--- config.mk ---
export PLATFORM = sky130hd
export DESIGN_NAME = div_unit
export DESIGN_NICKNAME = d
export VERILOG_FILES = /design/src/rtl/div_unit_pkg.sv /design/src/rtl/div_unit.sv
export SDC_FILE = /design/constraint.sdc
export NUM_CORES = 1
export LEC_CHECK = 0
export ABC_AREA = 1
export BUFFER_PORTS_ARGS = -buffer_cell sky130_fd_sc_hd__buf_2
export CAP_MARGIN = 15
export CORE_UTILIZATION = 40
export DETAILED_ROUTE_END_ITERATION = 7
export GPL_TIMING_DRIVEN = 0
export HOLD_SLACK_MARGIN = 0.06
export SYNTH_ARGS = -nofsm -noshare
export SYNTH_HDL_FRONTEND = slang
export SYNTH_SLANG_ARGS = --single-unit
--- constraint.sdc ---
create_clock -name clk -period 3.26 [get_ports clk]
set_clock_uncertainty 0.05 [all_clocks]
set_input_delay 0.489 -clock clk [delete_from_list [all_inputs] [get_ports clk]]
set_output_delay 0.489 -clock clk [all_outputs]
set_load 0.02 [all_outputs]
--- src/rtl/div_unit_pkg.sv ---
// Shared definitions for the RV32M iterative divider: widths, op codes, states
// and the conditional two's-complement negate used for sign handling.
package div_unit_pkg;

  localparam int unsigned XLEN = 32;
  localparam int unsigned ITER = XLEN;
  localparam int unsigned CntW = $clog2(ITER);

  localparam logic [1:0] DIV_OP_DIV  = 2'b00;
  localparam logic [1:0] DIV_OP_DIVU = 2'b01;
  localparam logic [1:0] DIV_OP_REM  = 2'b10;
  localparam logic [1:0] DIV_OP_REMU = 2'b11;

  localparam logic [XLEN-1:0] DIV_ZERO_Q = 32'hFFFF_FFFF;
  localparam logic [XLEN-1:0] DIV_OVF_Q  = 32'h8000_0000;

  typedef enum logic [1:0] {
    StIdle = 2'd0,
    StBusy = 2'd1,
    StFin  = 2'd2
  } div_state_e;

  function automatic logic [XLEN-1:0] cond_neg(input logic [XLEN-1:0] v, input logic neg);
    return neg ? (~v + XLEN'(1)) : v;
  endfunction

endpackage

--- src/rtl/div_unit.sv ---
// Radix-2 restoring divider for DIV/DIVU/REM/REMU, one quotient bit per cycle.
// Divide-by-zero and signed overflow skip the iteration and finish immediately.
module div_unit
  import div_unit_pkg::*;
(
  input  logic            clk,
  input  logic            rst_n,
  input  logic            start,
  input  logic [1:0]      op,
  input  logic [XLEN-1:0] dividend,
  input  logic [XLEN-1:0] divisor,
  input  logic            flush,
  output logic            busy,
  output logic            done,
  output logic [XLEN-1:0] result
);

  div_state_e      state_q, state_d;
  logic [CntW-1:0] cnt_q, cnt_d;
  logic [XLEN-1:0] rem_q, rem_d;
  logic [XLEN-1:0] quo_q, quo_d;
  logic [XLEN-1:0] dvs_q, dvs_d;
  logic [XLEN-1:0] result_q, result_d;
  logic            rem_sel_q, rem_sel_d;
  logic            q_neg_q, q_neg_d;
  logic            r_neg_q, r_neg_d;

  logic            is_signed, is_rem, div_zero, ovf;
  logic [XLEN-1:0] a_abs, b_abs, special_res;
  logic [XLEN:0]   rem_shift;
  logic [XLEN+1:0] diff;
  logic            step_ge;
  logic [XLEN-1:0] rem_step, quo_step, fin_sel, fin_res;
  logic            fin_neg;
  logic            unused_diff;

  assign is_signed = (op == DIV_OP_DIV) || (op == DIV_OP_REM);
  assign is_rem    = (op == DIV_OP_REM) || (op == DIV_OP_REMU);
  assign div_zero  = (divisor == '0);
  assign ovf       = is_signed && (dividend == DIV_OVF_Q) && (divisor == '1);

  assign a_abs = cond_neg(dividend, is_signed & dividend[XLEN-1]);
  assign b_abs = cond_neg(divisor, is_signed & divisor[XLEN-1]);

  always_comb begin
    special_res = '0;
    if (div_zero) begin
      special_res = is_rem ? dividend : DIV_ZERO_Q;
    end else if (ovf) begin
      special_res = is_rem ? '0 : DIV_OVF_Q;
    end
  end

  // Remainder stays below the divisor, so the shifted value fits in XLEN+1 bits.
  assign rem_shift   = {rem_q, quo_q[XLEN-1]};
  assign diff        = {1'b0, rem_shift} - {2'b00, dvs_q};
  assign step_ge     = ~diff[XLEN+1];
  assign rem_step    = step_ge ? diff[XLEN-1:0] : rem_shift[XLEN-1:0];
  assign quo_step    = {quo_q[XLEN-2:0], step_ge};
  assign unused_diff = diff[XLEN];

  assign fin_sel = rem_sel_q ? rem_step : quo_step;
  assign fin_neg = rem_sel_q ? r_neg_q : q_neg_q;
  assign fin_res = cond_neg(fin_sel, fin_neg);

  always_comb begin
    state_d   = state_q;
    cnt_d     = cnt_q;
    rem_d     = rem_q;
    quo_d     = quo_q;
    dvs_d     = dvs_q;
    result_d  = result_q;
    rem_sel_d = rem_sel_q;
    q_neg_d   = q_neg_q;
    r_neg_d   = r_neg_q;
    unique case (state_q)
      StIdle: begin
        if (start && !flush) begin
          rem_sel_d = is_rem;
          if (div_zero || ovf) begin
            result_d = special_res;
            state_d  = StFin;
          end else begin
            rem_d   = '0;
            quo_d   = a_abs;
            dvs_d   = b_abs;
            q_neg_d = is_signed & (dividend[XLEN-1] ^ divisor[XLEN-1]);
            r_neg_d = is_signed & dividend[XLEN-1];
            cnt_d   = '0;
            state_d = StBusy;
          end
        end
      end
      StBusy: begin
        if (flush) begin
          state_d = StIdle;
        end else begin
          rem_d = rem_step;
          quo_d = quo_step;
          cnt_d = cnt_q + CntW'(1);
          if (cnt_q == CntW'(ITER - 1)) begin
            result_d = fin_res;
            state_d  = StFin;
          end
        end
      end
      StFin:   state_d = StIdle;
      default: state_d = StIdle;
    endcase
  end

  always_ff @(posedge clk or negedge rst_n) begin
    if (!rst_n) begin
      state_q   <= StIdle;
      cnt_q     <= '0;
      rem_q     <= '0;
      quo_q     <= '0;
      dvs_q     <= '0;
      result_q  <= '0;
      rem_sel_q <= 1'b0;
      q_neg_q   <= 1'b0;
      r_neg_q   <= 1'b0;
    end else begin
      state_q   <= state_d;
      cnt_q     <= cnt_d;
      rem_q     <= rem_d;
      quo_q     <= quo_d;
      dvs_q     <= dvs_d;
      result_q  <= result_d;
      rem_sel_q <= rem_sel_d;
      q_neg_q   <= q_neg_d;
      r_neg_q   <= r_neg_d;
    end
  end

  assign busy   = (state_q != StIdle);
  // A kill arriving in the final cycle still suppresses the completion pulse.
  assign done   = (state_q == StFin) && !flush;
  assign result = result_q;

endmodule
== Word-level counts from Yosys, hierarchy flattened ==
Index checks and enable logic that the tools add are counted.

* Flip-flop bits (word level): 138
* Output and inout port bits: 34
* Word-level logic and storage cells: 86

* Muxes and demuxes: 32
* Reduce and logical (&&, ||, !) cells: 18
* $add $sub $neg: 5
* Bitwise operators: 9
* Equal/unequal tests: 13

{| class="wikitable"
|+ Operators with widths
! kind !! count
|-
| $mux W32 || 19
|-
| $pmux W32 S2 || 3
|-
| $add A32 B1 Y32 const B || 3
|-
| $not A32 Y32 || 3
|-
| $eq A32 B32 Y1 const B || 2
|-
| $sub A33 B32 Y34 || 1
|-
| $logic_not A32 Y1 || 1
|-
| $mux W5 || 3
|-
| $ne A2 B2 Y1 const B || 5
|-
| $pmux W5 S2 || 1
|-
| $mux W2 || 4
|-
| $eq A2 B2 Y1 const B || 3
|-
| $add A5 B1 Y5 const B || 1
|-
| $eq A5 B5 Y1 const B || 1
|-
| $reduce_and A5 Y1 || 1
|-
| $logic_and A1 B1 Y1 || 4
|-
| $logic_not A2 Y1 || 2
|-
| $pmux W2 S2 || 1
|-
| $reduce_and A2 Y1 || 2
|-
| $reduce_and A4 Y1 || 1
|-
| $reduce_bool A2 Y1 || 2
|-
| $and A1 B1 Y1 || 3
|-
| $logic_or A1 B1 Y1 || 3
|-
| $ne A3 B3 Y1 const B || 1
|-
| other kinds (6) || 7
|}

== Depth between registers and ports, before layout ==
Gate-level depths: netlist of the first run.

* Depth after elaboration: 9
* Mapped depth: 27
* Gate-level depth less buffers: 26

== Worst setup path before layout of the first run ==
OpenSTA, ideal clock, no wires.

* Path type: reg-to-reg
* From: reg rem_q[2]
* To: reg result_q[16], in the netlist result[16]
* Data required time: 3093 ps
* Slack: 397 ps
* Buffers on the path: 1
* Period minus slack after synthesis: 2863 ps
* Arrival: 2696 ps
* Cell stages (with the launch flop): 26
* Cells stage by stage: dfrtp_1 -> ha_1 -> nand2_2 -> inv_1 -> nand2_1 -> nand2_1 -> nand2_1 -> nand3_2 -> nand2_4 -> nand2_4 -> nand2_4 -> nand2_4 -> buf_8 -> nand2_2 -> nand3_1 -> nand2_2 -> ha_1 -> nand2_1 -> nor2_2 -> nand3_1 -> nand2_1 -> nand2_1 -> xor2_1 -> nand2_1 -> nand2_1 -> nand2_1

* Word-level cells in the longest chain between the ends: 9
* Elaborated cells on any way between the ends: 10

{| class="wikitable"
|+ RTL lines
! element !! line !! text
|-
| from (decl) || div_unit.sv:20 || <nowiki>logic [XLEN-1:0] rem_q, rem_d;</nowiki>
|-
| from (signal assigned) || div_unit.sv:126 || <nowiki>rem_q <= rem_d;</nowiki>
|-
| $sub A33 B32 Y34 || div_unit.sv:56 || <nowiki>assign diff = {1'b0, rem_shift} - {2'b00, dvs_q};</nowiki>
|-
| $mux W32 or $not A1 Y1 (tied branches) || div_unit.sv:58, div_unit.sv:57 ||
|-
| $mux W32 * || div_unit.sv:62 || <nowiki>assign fin_sel = rem_sel_q ? rem_step : quo_step;</nowiki>
|-
| $not A32 Y32 || div_unit_pkg.sv:24 || <nowiki>return neg ? (~v + XLEN'(1)) : v;</nowiki>
|-
| $add A32 B1 Y32 || div_unit_pkg.sv:24 ||
|-
| $mux W32 * || div_unit_pkg.sv:24 ||
|-
| $mux W32 * || div_unit.sv:101 || <nowiki>if (cnt_q == CntW'(ITER - 1)) begin</nowiki>
|-
| $mux W32 * || div_unit.sv:95 || <nowiki>if (flush) begin</nowiki>
|-
| $pmux W32 S2 * || div_unit.sv:76 || <nowiki>unique case (state_q)</nowiki>
|-
| to (signal assigned) || div_unit.sv:129 || <nowiki>result_q <= result_d;</nowiki>
|-
| to (decl) || div_unit.sv:23 || <nowiki>logic [XLEN-1:0] result_q, result_d;</nowiki>
|}

Every way passes the cells marked *; elsewhere a longest branch is shown, timed or not. The select of a mux whose other input is x is not followed.
A chain may end at the register's enable or synchronous reset.

== Worst setup path in the final report of the first run ==
* From: reg rem_q[3]
* To: reg result_q[14], in the netlist result[14]

Same word-level chain as after synthesis.

==> flow_metrics.py, run 1 <==
metrics = {
    "status": {
        "status": "finished clean",
    },
    "place": {
        "gp_congestion": 0.960,
        "port_buffers": 103,
        "placed_area_sq_um": 13400,
        "place_hpwl_mm": 38.7,
    },
    "worst_setup_path": {
        "critical_path_peak_fanout": 6,
        "end_kind": "flop",
        "start_kind": "flop",
        "critical_path_class": "flop to flop",
        "crit_required_ns": 3.56,
        "critPathArrivalTime_ns": 3.56,
    },
    "final_layout": {
        "fin_nets": 2317,
        "area_delta_synth_final_pct": 30.3,
        "drive_above_1_share": 0.267,
        "antenna_cells": 0,
        "fin_area_sq_um": 16100,
        "n_fill_cell": 2958,
        "finalCoreUtilization": 0.536,
    },
    "routing": {
        "drt-wirelength-per-cell_microns": 19.0,
        "wirelength_mm": 49.6,
        "drc_errors": 0,
        "viasPerCell": 5.44,
        "drtIter0Drc": 1290,
        "drtPass1Iterations": 6,
        "postRouteAntennaNets": 0,
        "vias": 14200,
    },
    "clock_tree": {
        "cts_root_buf": "clkbuf_16",
        "cts_buffer_depth": 2,
        "cts_sinks": 138,
        "h-tree-depth": 4,
        "clk_latency_ns": 0.46,
        "clk_pin_slew_ns": 0.07,
        "cts_buffers": 17,
        "cts_tree": "done",
    },
    "power": {
        "power_mw": 17.4,
        "leakage_nw": 8.08,
        "powerDensity_nw_per_um2": 1080,
        "ir_drop_v": 0.000525,
    },
    "yosys": {
        "yosys-top-cells-area": "dfrtp_1, nand2_1, inv_1, nand3_1, nor2_1",
        "synth-edff-count": 0,
        "ys_ff_latch": 138,
        "synthesis.nets": 2117,
        "ys_warn_count": 0,
        "ys_types": 48,
        "netlist.area_leader.share": 0.279,
        "synth_cells": 2008,
        "seq_area_frac_synth": 0.279,
        "synth_area_sq_um": 12400,
        "synth_flop_cell": "dfrtp_1",
        "async_reset_ff_frac": 1.00,
        "synth_area_leader_cell": "dfrtp_1",
        "avgSynthCellArea_sq_um": 6.15,
    },
    "floorplan": {
        "die-area_sq_um": 31600,
        "coreArea_sq_um": 30000,
        "start_util": 0.411,
        "io-pin-count": 104,
        "fp-row-count": 63,
        "die_w_microns": 178,
        "die_y_microns": 178,
    },
    "sta": {
        "finalHoldViolations": 0,
        "rsz0062_at_grt": "true",
        "finalCriticalPeriod_ns": 3.25,
        "fmaxAchievable_ghz": 0.307,
        "slew_headroom": 0.393,
        "drv_slew": 0,
        "tns_ns": 0,
        "finalSetupViolCount": 0,
        "whs_ns": 0.290,
        "worst_pin_slew_ns": 0.908,
        "post-route-period-util": 0.998,
    },
    "job": {
        "max_cap_viol_count": 0,
    },
    "grt": {
        "grt_max_degree": 91,
        "grt_first_pass_wirelength_mm": 73.1,
        "grt_usage": 0.312,
        "gr-total-overflow": 0,
        "antenna_found_initial": 0,
        "grt_pass1_vias": 13066,
    },
    "min_path": {
        "hold_class": "input pin to flop",
    },
}
[layout by cell type (no fill, tap or decap), types with 9 or more instances in the layout]
| cell | n |
|---|---|
| ha_4 | 31 |
| nor2_1 | 155 |
| clkbuf_16 | 19 |
| nand2_2 | 74 |
| nor2_4 | 22 |
| o21ai_1 | 15 |
| clkbuf_1 | 31 |
| nand4_1 | 23 |
| xnor2_1 | 15 |
| nor2_2 | 19 |
| dfrtp_2 | 15 |
| dfrtp_1 | 123 |
| xor2_1 | 43 |
| a21o_1 | 15 |
| nand2_4 | 38 |
| nand3_2 | 48 |
| o21ai_0 | 124 |
| buf_4 | 80 |
| o22ai_1 | 17 |
| buf_2 | 120 |
| inv_1 | 241 |
| inv_2 | 44 |
| a21oi_2 | 9 |
| a21oi_1 | 84 |
| nand3_1 | 116 |
| nand2_1 | 560 |
| nor3_1 | 17 |
[per-layer routing]
layer  GRT usage  vias to the layer above  wire length (microns)
li1            -                     6795                      -
met1       0.431                     6745                  22300
met2       0.477                      582                  22000
met3      0.0709                       78                   4100
met4       0.102                        0                   1270
met5           0                        -                      0
[worst paths after layout]
path                             from         end  slack (ns)  cells after the start
hold reg to reg            result[14]  result[14]        0.42                      2
setup / recovery             rem_q[3]  result[14]       0.006                     23
hold / removal                  flush  state_q[0]        0.29                      4
min in group asynchronous       rst_n  result[31]        0.48                      2
max in group asynchronous       rst_n    rem_q[1]        1.78                      3
setup reg to reg             rem_q[3]  result[14]       0.006                     23
[cell usage after synthesis, drive strengths merged (2+ instances only)]
library cell	n
a21o	15
a21oi	96
a31oi	7
a32o	2
and3	2
buf	35
clkbuf	35
clkinv	2
dfrtp	138
ha	38
inv	287
nand2	674
nand3	172
nand3b	5
nand4	23
nor2	196
nor3	26
nor4	4
o211ai	8
o21ai	149
o21bai	4
o22ai	17
o31ai	2
or2	6
xnor2	16
xor2	44
[state kept, by name, indices dropped and copies added, names as in the netlist]
signal / flops
r_neg_q: 1
cnt_q: 5
result: 32
state_q: 2
rem_sel_q: 1
quo_q: 32
q_neg_q: 1
dvs_q: 32
rem_q: 32
[logic make-up (layout without fill, tap and decap cells)]
family / Yosys count / after routing / share of synthesized area
AOI/OAI and AO/OA: 302 / 302 / 0.135
xor gates and xnor gates: 60 / 60 / 0.0425
adders and majority gates: 39 / 39 / 0.0401
buffers and inverters: 359 / 572 / 0.118
DFF: 138 / 138 / 0.279
and+or+nand+nor: 1110 / 1110 / 0.385
[timing repair]
| action | in CTS | in global routing |
|---|---|---|
| hold buffers | 1 | 0 |
| gates resized for setup | 104 | 252 |
| gates cloned | 0 | 2 |
| endpoints found under the setup margin | 50 | 123 |
| pin swaps | 20 | 100 |
| endpoints found under the hold margin | 48 | 0 |
| buffers inserted | 15 | 60 |
[power by group]
part	switching (mW)	internal [mW]
registers	0.518	2.38
clock network	0.966	1.17
logic	7.84	4.47
total	9.32	8.03
[critical path, stage by stage, from the launching register on]
cell	delay, ns
dfrtp_2	0.46
ha_4	0.26
nand2_2	0.06
nand2_2	0.07
inv_2	0.06
nand2_2	0.05
nand2_2	0.07
nand3_4	0.11
nand2_4	0.10
nand2_4	0.07
nand2_8	0.13
nand2_8	0.10
buf_12	0.16
o21ai_4	0.24
ha_4	0.20
nand2_4	0.05
nor2_4	0.13
nand2_2	0.10
nor2_4	0.21
nor2_2	0.07
xor2_1	0.19
nand2_1	0.08
nand2_1	0.08
nand2_1	0.05
[through the flow]
step,cells,worst slack [ns]
6_report,2611,0.00585
5_1_grt,2611,-0.111
4_1_cts,2550,-0.00306
3_5_place_dp,2502,-0.601
3_3_place_gp,2501,-0.561
2_1_floorplan,2008,0.397
[final cells by class]
class	count	area, sq um	share of cell area
inverters	289	1090	0.0677
repair buffers	182	1190	0.0738
plain buffers	69	400	0.0249
clock buffers	17	425	0.0264
well taps	390	488	0.0303
flip-flops and latches	138	3470	0.216
clock inverters	15	198	0.0123
multi-input cells	1511	8840	0.549
(Power assumes the default switching activity.)
==> run 2: changes to the inputs <==
CTS_BUF_LIST = sky130_fd_sc_hd__clkbuf_8   (was unset)
==> run 2 against run 1 <==
Net effect: the flow now finishes with violations (negative setup slack); wire length is 0.32% higher; critical path depth stayed put; global-route usage hardly changed; non-clock buffer count is 3 lower; final cell count is 0.11% lower; hold slack worse by 0.051 ns; first-iteration DRC count is 8.9% higher; flip-flop and latch count stayed put; cell area is 1.0% lower; setup slack worse by 0.10 ns.
==> flow_metrics.py, run 2 (same netlist as run 1, synthesis figures left out) <==
metrics = {
    "status": {
        "status": "finished with violations",
        "violations": "negative setup slack",
    },
    "clock_tree": {
        "cts_tree": "done",
        "cts_sinks": 138,
        "clk_latency_ns": 0.51,
        "h-tree-depth": 4,
        "cts_root_buf": "clkbuf_8",
        "clk_pin_slew_ns": 0.10,
        "cts_buffers": 17,
        "cts_buffer_depth": 2,
    },
    "place": {
        "place_hpwl_mm": 38.7,
        "placed_area_sq_um": 13400,
        "pre_cts_slack_ns": -0.601,
        "gp_congestion": 0.960,
        "port_buffers": 103,
    },
    "sta": {
        "setup_ws_ns": -0.0986,
        "rsz0062_at_grt": "true",
        "fmaxAchievable_ghz": 0.298,
        "finalHoldViolations": 0,
        "tns_ns": -0.345,
        "worst_pin_slew_ns": 0.964,
        "post-route-period-util": 1.03,
        "drv_slew": 0,
        "slew_headroom": 0.355,
        "finalSetupViolCount": 6,
        "finalCriticalPeriod_ns": 3.36,
    },
    "worst_setup_path": {
        "crit_required_ns": 3.61,
        "critical_path_peak_fanout": 7,
        "critPathArrivalTime_ns": 3.71,
        "critical_path_class": "flop to flop",
        "end_kind": "flop",
        "critPathMaxStageDelay_ns": 0.48,
        "path_cells": "ha_4, nand2_2, nand2_2, inv_2, nand2_2, nand2_2, nand3_4, nand2_4, nand2_4, nand2_8, nand2_8, buf_12, o21ai_4, ha_4, nand2_4, nor2_4, nand2_2, nor2_4, nor2_2, xor2_1, nand2_1, nand2_1, nand2_1",
        "critPathSlowestCell": "dfrtp_2",
        "crit_top_cell": "nand2_2",
        "start_kind": "flop",
    },
    "floorplan": {
        "die_y_microns": 178,
        "die_w_microns": 178,
        "start_util": 0.411,
        "io-pin-count": 104,
        "coreArea_sq_um": 30000,
        "die-area_sq_um": 31600,
        "fp-row-count": 63,
    },
    "final_layout": {
        "finalCoreUtilization": 0.531,
        "fin_area_sq_um": 15900,
        "mostFrequentLayoutCell": "nand2_1",
        "final_cell_mix": "nand2_1, inv_1, nor2_1, o21ai_0, dfrtp_1",
        "n_fill_cell": 2991,
        "final-seq-area_sq_um": 3470,
        "antenna_cells": 0,
        "fin_nets": 2314,
        "multiInputGateArea_sq_um": 8900,
        "area_delta_synth_final_pct": 29.0,
        "drive_above_1_share": 0.258,
    },
    "grt": {
        "grt_first_pass_wirelength_mm": 73.1,
        "grt_max_degree": 91,
        "antenna_found_initial": 1,
        "grt_usage": 0.312,
        "grt_pass1_vias": 13097,
        "gr-total-overflow": 0,
    },
    "power": {
        "ir_drop_v": 0.000601,
        "power_mw": 16.9,
        "leakage_nw": 8.02,
        "powerDensity_nw_per_um2": 1060,
    },
    "job": {
        "max_cap_viol_count": 0,
    },
    "min_path": {
        "hold_class": "input pin to flop",
    },
    "routing": {
        "drc_errors": 0,
        "wirelength_mm": 49.8,
        "drtPass1Iterations": 7,
        "vias": 14133,
        "drt-wirelength-per-cell_microns": 19.1,
        "viasPerCell": 5.42,
        "drtIter0Drc": 1405,
        "postRouteAntennaNets": 0,
    },
}
-- run 2: worst paths after layout --
kind | start | to | slack [ns] | depth (start not counted)
max in group asynchronous | rst_n | rem_q[4] | 1.85 | 3
worst max register to register | rem_q[3] | result[14] | -0.1 | 23
worst min register to register | result[14] | result[14] | 0.43 | 2
min in group asynchronous | rst_n | result[31] | 0.44 | 2
worst max-delay path | rem_q[3] | result[14] | -0.1 | 23
worst min-delay path | flush | state_q[0] | 0.24 | 4
-- run 2: area by class of cell --
| cell class | count | share of cell area |
|---|---|---|
| plain buffers | 70 | 0.0241 |
| inverters | 289 | 0.0687 |
| well taps | 390 | 0.0306 |
| clock buffers | 17 | 0.0147 |
| multi-input cells | 1511 | 0.558 |
| clock inverters | 15 | 0.0124 |
| flip-flops and latches | 138 | 0.218 |
| repair buffers | 178 | 0.0735 |
-- run 2: worst max-delay path: cells and delay by family (launching register included) --
family | cells | cell delay [ns]
AOI/OAI and AO/OA | 1 | 0.25
xor gates and xnor gates | 1 | 0.18
adders and majority gates | 2 | 0.50
buffers and inverters | 2 | 0.22
DFF | 1 | 0.48
and+or+nand+nor | 17 | 1.55
-- run 2: repair_timing --
item,in CTS,in global routing
setup buffers,29,42
pin swaps,39,94
hold buffers,1,0
setup endpoints to repair,33,123
cloned,1,2
gates resized for setup,127,215
hold endpoints to repair,48,0
-- run 2: power by group --
| part | leakage, nW | switching, mW | internal [mW] |
|---|---|---|---|
| Combinational | 6.07 | 7.92 | 4.51 |
| Sequential | 1.73 | 0.520 | 2.38 |
| Clock | 0.216 | 0.900 | 0.726 |
| Total | 8.02 | 9.34 | 7.61 |
-- run 2: per-layer routing --
layer / track usage / vias to the layer above / wire [microns]
met1: 0.434 / 6711 / 22300
met4: 0.0951 / 2 / 913
li1: - / 6773 / -
met3: 0.0677 / 61 / 4130
met2: 0.480 / 586 / 22400
met5: 0 / - / 10
-- run 2: per-stage QoR --
step	instances	hold WS, ns
final	2608	0.238
after detailed placement	2502	0.414
after floorplan	2008	0.143
after global placement	2501	0.411
after global routing	2608	0.263
after CTS	2565	0.227
==> run 3: changes to the inputs <==
CORE_MARGIN = 5   (was unset)
SETUP_SLACK_MARGIN = 0.3   (was unset)
==> run 3 against run 2 <==
Net effect: the run still ends with negative setup slack left; total power increased by 2.8%; cell area is 2.6% higher; combinational power increased by 4%; critical path depth shrank 1; final cell count rose by 1.1%; critical path type unchanged; highest routed layer is now met4.
==> flow_metrics.py, run 3 (same netlist as run 1, synthesis figures left out) <==
metrics = {
    "power": {
        "seqPwrFrac": 0.167,
        "netSwitchingPower_mw": 9.31,
        "powerDensity_nw_per_um2": 1070,
        "p_int_mw": 8.11,
        "ir_drop_v": 0.000605,
        "pwr-share-clk": 0.093,
        "swShare": 0.535,
        "leakage_nw": 8.24,
        "combPwrFrac": 0.740,
    },
    "clock_tree": {
        "clk_latency_ns": 0.49,
        "cts_buffers": 17,
        "h-tree-depth": 4,
        "clk_pin_slew_ns": 0.08,
        "cts_root_buf": "clkbuf_8",
        "cts_tree": "done",
        "cts_sinks": 138,
        "cts_buffer_depth": 2,
    },
    "worst_setup_path": {
        "critPathArrivalTime_ns": 3.65,
        "timing.rr.start": "dvs_q[27]",
        "start_kind": "flop",
        "crit_top_cell": "nand2_4",
        "crit_required_ns": 3.62,
        "r2r_cells": 22,
        "critical_path_peak_fanout": 7,
        "critPathSlowestCell": "dfrtp_1",
        "end_kind": "flop",
        "reg2reg_slack_ns": -0.03,
        "critPathMaxStageDelay_ns": 0.40,
        "r2r_end": "result[13]",
        "path_cells": "inv_2, ha_4, nand2_2, nor2_4, nand2_2, buf_4, a21oi_4, nor2_4, nand2_8, buf_6, buf_16, nand2_4, nand3_4, nand2_4, nand3_2, nand2_1, nand2_4, a21oi_4, nor2_1, nor2_1, nand2_1, a21oi_1",
        "critical_path_class": "flop to flop",
    },
    "job": {
        "max_cap_viol_count": 0,
    },
    "routing": {
        "viasPerCell": 5.46,
        "drtPass1Iterations": 6,
        "wirelength_mm": 50.7,
        "postRouteAntennaNets": 0,
        "drtIter0Drc": 1423,
        "drt-wirelength-per-cell_microns": 19.2,
        "vias": 14386,
        "drc_errors": 0,
    },
    "sta": {
        "fmaxAchievable_ghz": 0.304,
        "worst_pin_slew_ns": 0.881,
        "setup_ws_ns": -0.0313,
        "slew_headroom": 0.411,
        "rsz0062_at_grt": "true",
        "finalCriticalPeriod_ns": 3.29,
        "finalSetupViolCount": 4,
        "drv_slew": 0,
        "finalHoldViolations": 0,
        "post-route-period-util": 1.01,
        "whs_ns": 0.261,
    },
    "place": {
        "placed_area_sq_um": 13400,
        "pre_cts_slack_ns": -0.543,
        "port_buffers": 103,
        "gp_congestion": 0.983,
        "place_hpwl_mm": 39.3,
    },
    "floorplan": {
        "fp-row-count": 64,
        "coreArea_sq_um": 30500,
        "die_w_microns": 186,
        "die_y_microns": 186,
        "start_util": 0.405,
        "io-pin-count": 104,
        "die-area_sq_um": 34500,
    },
    "final_layout": {
        "mostFrequentLayoutCell": "nand2_1",
        "fin_area_sq_um": 16400,
        "fin_nets": 2339,
        "final_cell_mix": "nand2_1, inv_1, nor2_1, dfrtp_1, buf_2",
        "area_delta_synth_final_pct": 32.3,
        "drive_above_1_share": 0.281,
        "antenna_cells": 0,
        "n_fill_cell": 3018,
    },
    "min_path": {
        "hold_class": "input pin to flop",
        "hp-start": "flush",
        "hold_depth": 4,
        "min_to": "state_q[0]",
    },
    "grt": {
        "grt_usage": 0.288,
        "gr-total-overflow": 0,
        "grt_first_pass_wirelength_mm": 76.4,
        "grt_max_degree": 72,
        "antenna_found_initial": 0,
        "grt_pass1_vias": 13485,
    },
    "status": {
        "status": "finished with violations",
        "violations": "negative setup slack",
    },
}
-- run 3: changes by cell type in the layout (fill, tap and decap cells not counted), moves of 6 or more --
cell	delta
buf_4	+26
o21ai_0	-15
clkbuf_1	-9
buf_2	-6
nand3_1	-6
clkbuf_2	+6
nand2_1	-9
nand3_2	+8
o21ai_1	+13
nand2_2	+9
-- run 3: worst max-delay path: cells and delay by family, from the launching register on --
kind | cells | cell delay [ns]
AO/OA/AOI/OAI | 3 | 0.45
adder cells (fa/ha/maj) | 1 | 0.24
buffers and inverters | 4 | 0.54
flip-flops | 1 | 0.40
AND/OR/NAND/NOR | 14 | 1.48
-- run 3: power groups by stage --
stage | clock network [mW] | registers (mW) | logic, mW
6_report | 1.62 | 2.90 | 12.9
5_1_grt | 1.70 | 2.97 | 13.9
4_1_cts | 1.63 | 2.87 | 11.2
3_5_place_dp | 0 | 2.82 | 9.16
3_3_place_gp | 0 | 2.80 | 9.11
2_1_floorplan | 0 | 2.92 | 6.31
-- run 3: layout make-up --
cell class / count / area [sq um] / share of cell area
timing repair buffer: 203 / 1430 / 0.0876
clock buffer: 19 / 262 / 0.0160
clock inverter: 11 / 169 / 0.0103
inverter: 289 / 1090 / 0.0667
multi-input combinational: 1511 / 9000 / 0.551
buffer: 70 / 427 / 0.0261
tap: 396 / 495 / 0.0303
sequential: 138 / 3470 / 0.212
-- run 3: what timing repair did --
| item | 4_1_cts | 5_1_grt |
|---|---|---|
| pin swaps | 67 | 87 |
| resized for setup | 208 | 215 |
| hold endpoints to repair | 70 | 0 |
| setup buffers | 50 | 45 |
| hold buffers | 1 | 0 |
| gates cloned | 3 | 0 |
| endpoints found under the setup margin | 122 | 127 |
-- run 3: worst max-delay path by stage --
stage,from,endpoint,slack (ns),depth (start not counted)
floorplan,rem_q[2],result[16],0.40,25
global placement,divisor[0],result[22],-0.49,17
detailed placement,divisor[0],result[22],-0.54,17
CTS,dvs_q[26],result[26],0.008,19
global route,rem_q[2],result[18],-0.17,24
finish,dvs_q[27],result[13],-0.03,22
-- run 3: routing by layer --
layer,vias up,part of all wire,track usage
met5,-,0,0
met4,0,0.032,0.105
met3,103,0.084,0.0457
met2,635,0.44,0.436
met1,6814,0.44,0.416
li1,6834,-,-
-- run 3: stage by stage --
step | total power [mW] | TNS [ns] | utilization | instances
final | 17.4 | -0.103 | 0.536 | 2637
after detailed placement | 12.0 | -46.64 | 0.439 | 2508
after global placement | 11.9 | -104.80 | 0.438 | 2507
after CTS | 15.7 | 0 | 0.502 | 2592
after global routing | 18.6 | -2.29 | 0.536 | 2637
after floorplan | 9.22 | 0 | - | 2008
